===== src/rtl/clkmon.sv =====
// rtl/clkmon.sv - monitored-clock edge pulses, half-period meter and lock/loss FSM
// Optional macro CLKMON_DUTY_EN adds high_period, low_period and duty_err outputs.
`timescale 1ns/1ps
module clkmon #(
    parameter int unsigned sys_clk_freq  = 100000000,
    parameter int unsigned mon_clk_freq  = 25000000,
    parameter int unsigned countlimit    = sys_clk_freq / 2 / mon_clk_freq,
    parameter int unsigned tol           = 0,
    parameter int unsigned lock_count    = 4,
    parameter int unsigned timeout_limit = 4 * countlimit
) (
    input  logic        clkin,
    input  logic        rst,
    input  logic        mon_en,
    input  logic        clkmon_in,
    output logic        rise_pulse,
    output logic        fall_pulse,
    output logic [31:0] half_period,
    output logic        locked,
    output logic        lost,
    output logic [7:0]  err_count
`ifdef CLKMON_DUTY_EN
    ,
    output logic [31:0] high_period,
    output logic [31:0] low_period,
    output logic        duty_err
`endif
);

    localparam int unsigned lo_lim = (countlimit > tol) ? countlimit - tol : 32'd0;
    localparam int unsigned hi_lim = countlimit + tol;

    typedef enum logic [1:0] {st_idle, st_acq, st_locked, st_lost} state_t;

    state_t      state, next_state;
    logic        s1, s2, s3;
    logic [31:0] hcnt;
    logic [7:0]  gcnt, next_gcnt;
    logic [31:0] gcnt_inc;
    logic        edge_cyc, good, timeout, take_meas, err_inc;

    assign edge_cyc = s2 ^ s3;
    assign good     = edge_cyc && (hcnt >= lo_lim) && (hcnt <= hi_lim);
    assign timeout  = hcnt >= timeout_limit;
    assign gcnt_inc = 32'(gcnt) + 32'd1;

    // s1 is the metastability stage; only s2/s3 feed logic.
    always_ff @(posedge clkin or posedge rst) begin
        if (rst) begin
            s1         <= 1'b0;
            s2         <= 1'b0;
            s3         <= 1'b0;
            rise_pulse <= 1'b0;
            fall_pulse <= 1'b0;
        end else begin
            s1         <= clkmon_in;
            s2         <= s1;
            s3         <= s2;
            rise_pulse <= s2 & ~s3 & mon_en;
            fall_pulse <= ~s2 & s3 & mon_en;
        end
    end

    always_ff @(posedge clkin or posedge rst) begin
        if (rst) begin
            hcnt <= '0;
        end else if (!mon_en) begin
            hcnt <= '0;
        end else if (edge_cyc) begin
            hcnt <= 32'd1;
        end else if (hcnt != '1) begin
            hcnt <= hcnt + 32'd1;
        end
    end

    always_ff @(posedge clkin or posedge rst) begin
        if (rst) begin
            state       <= st_idle;
            gcnt        <= '0;
            half_period <= '0;
            err_count   <= '0;
        end else begin
            state <= next_state;
            gcnt  <= next_gcnt;
            if (take_meas) begin
                half_period <= hcnt;
            end
            if (err_inc && err_count != 8'hff) begin
                err_count <= err_count + 8'd1;
            end
        end
    end

    // An edge always takes priority over a coincident timeout.
    always_comb begin
        next_state = state;
        next_gcnt  = gcnt;
        take_meas  = 1'b0;
        err_inc    = 1'b0;
        if (!mon_en) begin
            next_state = st_idle;
            next_gcnt  = '0;
        end else begin
            case (state)
                st_idle: begin
                    if (edge_cyc) begin
                        next_state = st_acq;
                        next_gcnt  = '0;
                    end
                end
                st_acq: begin
                    if (edge_cyc) begin
                        take_meas = 1'b1;
                        if (!good) begin
                            next_gcnt = '0;
                        end else if (gcnt_inc >= lock_count) begin
                            next_state = st_locked;
                            next_gcnt  = '0;
                        end else begin
                            next_gcnt = gcnt_inc[7:0];
                        end
                    end else if (timeout) begin
                        next_state = st_lost;
                        next_gcnt  = '0;
                    end
                end
                st_locked: begin
                    if (edge_cyc) begin
                        take_meas = 1'b1;
                        if (!good) begin
                            next_state = st_acq;
                            next_gcnt  = '0;
                            err_inc    = 1'b1;
                        end
                    end else if (timeout) begin
                        next_state = st_lost;
                        err_inc    = 1'b1;
                    end
                end
                st_lost: begin
                    if (edge_cyc) begin
                        next_state = st_acq;
                        next_gcnt  = '0;
                    end
                end
                default: begin
                    next_state = st_idle;
                    next_gcnt  = '0;
                end
            endcase
        end
    end

    always_comb begin
        locked = (state == st_locked);
        lost   = (state == st_lost);
    end

`ifdef CLKMON_DUTY_EN
    logic [31:0] high_nxt, low_nxt, duty_diff;

    // A rising edge ends a low phase; a falling edge ends a high phase.
    always_comb begin
        high_nxt = high_period;
        low_nxt  = low_period;
        if (mon_en && edge_cyc) begin
            if (s2) begin
                low_nxt = hcnt;
            end else begin
                high_nxt = hcnt;
            end
        end
        duty_diff = (high_nxt > low_nxt) ? high_nxt - low_nxt : low_nxt - high_nxt;
    end

    always_ff @(posedge clkin or posedge rst) begin
        if (rst) begin
            high_period <= '0;
            low_period  <= '0;
            duty_err    <= 1'b0;
        end else begin
            high_period <= high_nxt;
            low_period  <= low_nxt;
            if (!mon_en || state == st_idle || state == st_lost) begin
                duty_err <= 1'b0;
            end else if (edge_cyc) begin
                duty_err <= (duty_diff > tol);
            end
        end
    end
`endif

endmodule

===== config.mk =====
export PLATFORM = sky130hd
export DESIGN_NAME = clkmon
export DESIGN_NICKNAME = d
export VERILOG_FILES = /design/src/rtl/clkmon.sv
export SDC_FILE = /design/constraint.sdc
export NUM_CORES = 1
export LEC_CHECK = 0
export ABC_CLOCK_PERIOD_IN_PS = 3950
export CAP_MARGIN = 5
export CELL_PAD_IN_SITES_DETAIL_PLACEMENT = 1
export CELL_PAD_IN_SITES_GLOBAL_PLACEMENT = 1
export CORE_MARGIN = 3
export CORE_UTILIZATION = 46
export CTS_BUF_LIST = sky130_fd_sc_hd__clkbuf_2
export CTS_CLUSTER_DIAMETER = 150
export DETAILED_ROUTE_END_ITERATION = 7
export PLACE_DENSITY_LB_ADDON = 0.1
export SYNTH_ARGS = -nofsm -noshare
export SYNTH_HDL_FRONTEND = slang
export SYNTH_SLANG_ARGS = --single-unit

===== constraint.sdc =====
create_clock -name clkin -period 3.95 [get_ports clkin]
set_input_delay 0.9875 -clock clkin [delete_from_list [all_inputs] [get_ports clkin]]
set_output_delay 0.9875 -clock clkin [all_outputs]
set_load 0.005 [all_outputs]

After elaboration in Yosys (flattened, before gate mapping) --
Index checks and enable logic that the tools add are counted.
Word-level totals: flip-flop bits (word level) 87, output and inout port bits 44, word-level logic and storage cells 74
Operators by class: add/sub/neg operators 3, order comparisons 4, eq/ne operators 13, multiplexer cells 29, bitwise gates (word level) 7, reduce and logical (&&, ||, !) cells 8
Operators by type and width (count):
- 32-bit two-way mux | 3
- 8-bit two-way mux | 8
- 32-bit by 1-bit adder with 32-bit output, second input constant | 1
- 32-bit by 2-bit greater-or-equal comparator with 1-bit output, second input constant | 1
- 32-bit by 4-bit greater-or-equal comparator with 1-bit output, second input constant | 1
- 32-bit by 2-bit <= comparator with 1-bit output, second input constant | 1
- 32-bit inequality test, second input constant | 1
- 8-bit one-hot mux with 3 select lines | 1
- 2-bit two-way mux | 8
- 4-bit inequality test, second input constant | 4
- 8-bit by 1-bit adder with 9-bit output, second input constant | 1
- 9-bit by 3-bit greater-or-equal comparator with 1-bit output, second input constant | 1
- 8-bit by 1-bit adder with 8-bit output, second input constant | 1
- 1-bit two-way mux | 8
- 8-bit inequality test, second input constant | 1
- 4-bit AND reduction | 2
- 3-bit by 2-bit inequality test with 1-bit output, second input constant | 2
- 2-bit one-hot mux with 3 select lines | 1
- 1-bit AND | 4
- 2-bit equality test, second input constant | 2
- 2-bit OR reduction | 2
- 1-bit logical AND | 3
- 3-bit by 1-bit inequality test with 1-bit output, second input constant | 1
- 3-bit inequality test, second input constant | 1
- other kinds (4) | 5

Longest topological paths before layout --
depth in word-level cells 8, depth in mapped cells 11

Worst setup path after synthesis --
Ideal clock, no wire load.
kind in2reg, from input mon_en, to register hcnt[1], data arrival time 2.613 ns, path slack 1.219 ns, cell stages on the path 8, buffers on the path 3, cells stage by stage nand2_2 or4_1 clkbuf_1 nor4_1 buf_2 buf_4 nor3_1 a21o_1
Between the ends: word-level cells in the longest chain between the ends 1, elaborated cells on any way between the ends 2
RTL lines:
- start: declaration | line 14 | input logic mon_en,
- 3-bit by 1-bit inequality test with 1-bit output (no source line) or 32-bit two-way mux (tied branches)
- end signal: assignment | line 72 | hcnt <= hcnt + 32'd1;
- end: declaration | line 37 | logic [31:0] hcnt;
Several ways; a longest one is shown, not always the timed one. A chain may end at the register's enable or synchronous reset.

Worst setup path after layout --
from register state[0], to output locked
Between the ends: word-level cells in the longest chain between the ends 1
RTL lines:
- start: declaration | line 35 | state_t state, next_state;
- start signal: assignment | line 78 | state <= st_idle;
- start signal: assignment | line 83 | state <= next_state;
- 2-bit equality test | line 155 | locked = (state == st_locked);
- end: declaration | line 19 | output logic locked,
Every way passes these cells.

==> results list <==
- # fillers: 973
- The worst path in the final design needs a cycle of 3050 ps, including I/O delays and setup.
* Final-stage net count: between 400 and 500
- Critical Path End Type: primary output
* Total clock buffers created by CTS: 9
* Total of warnings raised by yosys: 0
- Total of endpoints with negative setup slack in the final report: 0
- The repair_antennas step left the layout with diodes totalling 0.
* Pin count of the biggest net entering global routing: 52
* Initial core utilization: 48.2%
- After synthesis, the mean cell area works out to 10.7 sq um.
- In the routed design, unresolved DRC markers number 0.
- Broken down by cell family, the worst path's largest delay share belongs to buffers and inverters.
- Sequential fraction of the synthesis area: 51.1%
- Async set or reset register ratio after synthesis: 100%
* Arrival time of data at the critical path endpoint: 2060 ps
- Detail-routed via count per cell: approximately 6
* Cell area after synthesis: 4260 sq um
- Across all register-to-register paths, the minimum setup slack is 1100 ps.
- Synth Net Count: slightly above 400
- The path class of the tightest hold or removal check is reg -> reg.
- In this run the power density over the cells is 359 nW/um^2.
- Final period util: between 70% and 80%
- Between clock sinks in the finished design, the worst skew comes to 37.1 ps.
* Fmax: 0.328 GHz
- Reg clk slew, reported paths: 280 ps
- The slowest stage of the critical path belongs to the cell sky130_fd_sc_hd__clkdlybuf4s50_1.
- Summed over all layers, the global routing overflow is 0.
* Number of DRC violations after detailed-routing iteration 0: 141
* Final hold slack: 398 ps
- Remaining antenna violation count: 0
- Buffering stage count on the worst path with inverters included: 2
* Largest fanout of any net on the critical path: 9
- Count of H-tree levels built during CTS: 3
- Detailed placement finished with a half-perimeter wire length of about 7.6 mm.
- In this run, synthesis produced a sequential element count of 87.
* GRT Total Usage: 22.7%
- The number of endpoints with negative hold slack in the final report came to 0.
- Cell leakage power: between 2 and 2.5 nW
- Setup repair after global routing left no endpoint under its margin.
* Number of slew-limit violations in the final report: 0
- Final estimated routing congestion in global placement: 0.851
* Hold-fix buffers at CTS: 0
- Core area: 8850 sq um
* Number of resized instances in the post-cts repair step: 0
* Clock tree root driver cell: sky130_fd_sc_hd__clkbuf_2
* Sum of routed wire length over all layers: 10.7 mm
* Fraction of layout cells with a size suffix above 1: 15.0%
- CTS saw just under 90 sinks.
* Peak per-stage delay on the critical path: around 560 ps
* Global-route wire length before repair: 18.6 mm
- In the final timing run, aggregate negative setup slack is 0 ps.
* Port-buffer cells: 47
- The die covers 10,500 sq um.
* Number of vias in the routed layout: 3,367
- The area growth from synthesis to layout is 18.2%.
- Slew of the pin with the lowest slew margin: ~970 ps
- Number of global-route vias before repair: about 3,600
- Routed len/inst: 19.1 um
* Worst-case vdd ir drop: 0.000152 V
* Status: completed
- Number of buffers on the longest clock path: 2
- 48 I/O pins were placed.
* Post-CTS Repair Setup Buffers: 0
- Antenna violations before repair: 0
- Cell-by-cell trace of the critical path: inv_1 > ha_1 > clkdlybuf4s50_1
- The synthesized netlist contains 52 unique library cells.
* Worst-skew pair later-pin latency: between 500 and 600 ps
- Initial DRT Pass Iterations: 6
- Data on the critical path is required at its endpoint by 2960 ps.
- Number of instances in the synthesized netlist: roughly 400
- EDFF count, synth: 0
* Horiz. Die Dim: 102 um
- Chip height: 102 um
- Across the run, the number of max-cap violations was 0.
- TritonCTS built the clock tree.
* Slew margin rel.: 34.4%
- Among all flip-flop cells after synthesis, the most frequent one is sky130_fd_sc_hd__dfrtp_1.
- The critical path is of the reg -> out type.
- STA classifies the critical path startpoint as a register.
- Number of cell rows: 34
placed cells by master (no fill, tap or decap), drive strengths merged, types with 3 or more instances in the layout:
master / count
nor3: 13
o211ai: 3
or4: 11
o31ai: 9
xor2: 10
and4: 3
buf: 8
nand4: 8
clkdlybuf4s50: 47
o2111ai: 4
a311oi: 3
dfrtp: 87
nand3: 19
clkbuf: 9
nand2: 27
and3: 6
and2: 10
or3: 6
mux2: 33
a21oi: 19
nor2: 25
o21ai: 10
inv: 21
ha: 11
nor4: 12
xnor2: 10
cells by family (layout without fill, tap and decap cells):
group / Yosys count / count (layout) / share of synthesized area [%]
compound gates: 65 / 65 / 10.4
xor+xnor: 20 / 20 / 4.11
fa+ha+maj: 11 / 11 / 3.23
buf+inv: 33 / 88 / 3.08
flops: 87 / 87 / 51.1
mux: 35 / 35 / 9.18
simple gates: 147 / 147 / 18.9
cell type report:
type	count	area [sq um]	area share, %
clock inverters	7	109	2.16
flip-flops and latches	87	2180	43.2
inverters	17	65.1	1.29
repair buffers	55	543	10.8
clock buffers	9	45.0	0.894
well taps	108	135	2.68
multi-input cells	278	1970	39.0
worst reg2reg max path, cell delays in order, from the launching register on:
cell                       delay, ps
sky130_fd_sc_hd__dfrtp_1         450
sky130_fd_sc_hd__inv_1            60
sky130_fd_sc_hd__ha_1            450
sky130_fd_sc_hd__nand2_2         130
sky130_fd_sc_hd__buf_4           340
sky130_fd_sc_hd__nor4_1          120
sky130_fd_sc_hd__buf_4           190
sky130_fd_sc_hd__a2111o_1        440
sky130_fd_sc_hd__or4_1           440
sky130_fd_sc_hd__a21oi_1         160
final timing paths:
path / from / to / depth (start not counted)
setup reg to reg: s2 / hcnt[29] / 9
min in group asynchronous: rst / gcnt[0] / 2
hold / removal: s1 / s2 / 0
hold reg to reg: s1 / s2 / 0
max in group asynchronous: rst / err_count[2] / 3
setup / recovery: state[0] / locked / 3
flip-flops by register name, indices dropped and copies added (netlist names):
name	count
s3	1
rise_pulse	1
err_count	8
s1	1
gcnt	8
hcnt	32
s2	1
half_period	32
state	2
fall_pulse	1
metal layers:
layer / vias up / global-route usage, % / part of all wire, % / wire length [um]
met5: - / 0 / 0 / 0
met4: 0 / 5.75 / 0.95 / 102
met3: 11 / 4.64 / 2.7 / 289
met2: 61 / 39.5 / 51 / 5460
met1: 1731 / 28.8 / 45 / 4880
li1: 1564 / - / - / -
through the flow:
step                cell area (sq um)  util [%]  worst slack (ps)  std cells  power [mW]
detailed placement               4890      55.2               644        545        1.25
global route                     5040      57.0               722        561        1.90
floorplan                        4260         -               712        398        1.13
global placement                 4890      55.2               717        545        1.24
finish                           5040      57.0               905        561        1.81
CTS                              5040      57.0               868        561        1.83
report_power, final:
part           total, mW  internal, mW  switching (mW)  leakage [nW]
sequential         0.959         0.924          0.0348          1.19
clock              0.572         0.226           0.346        0.0913
combinational      0.276         0.135           0.141         0.896
synthesized netlist by cell type (8+ instances only):
cell type	count	area, sq um
sky130_fd_sc_hd__o31ai_1	8	60.1
sky130_fd_sc_hd__clkbuf_1	12	45.0
sky130_fd_sc_hd__nor2_1	25	93.8
sky130_fd_sc_hd__or4_1	9	67.6
sky130_fd_sc_hd__a21oi_1	19	95.1
sky130_fd_sc_hd__xnor2_1	10	87.6
sky130_fd_sc_hd__and2_1	10	62.6
sky130_fd_sc_hd__ha_1	11	138
sky130_fd_sc_hd__mux2_2	33	372
sky130_fd_sc_hd__nor3_1	13	65.1
sky130_fd_sc_hd__xor2_1	10	87.6
sky130_fd_sc_hd__dfrtp_1	87	2180
sky130_fd_sc_hd__nand3_1	18	90.1
sky130_fd_sc_hd__nor4_1	12	75.1
sky130_fd_sc_hd__o21ai_0	10	50.1
sky130_fd_sc_hd__inv_1	17	63.8
sky130_fd_sc_hd__nand2_1	26	97.6
Power figures use the tool's default switching activity.
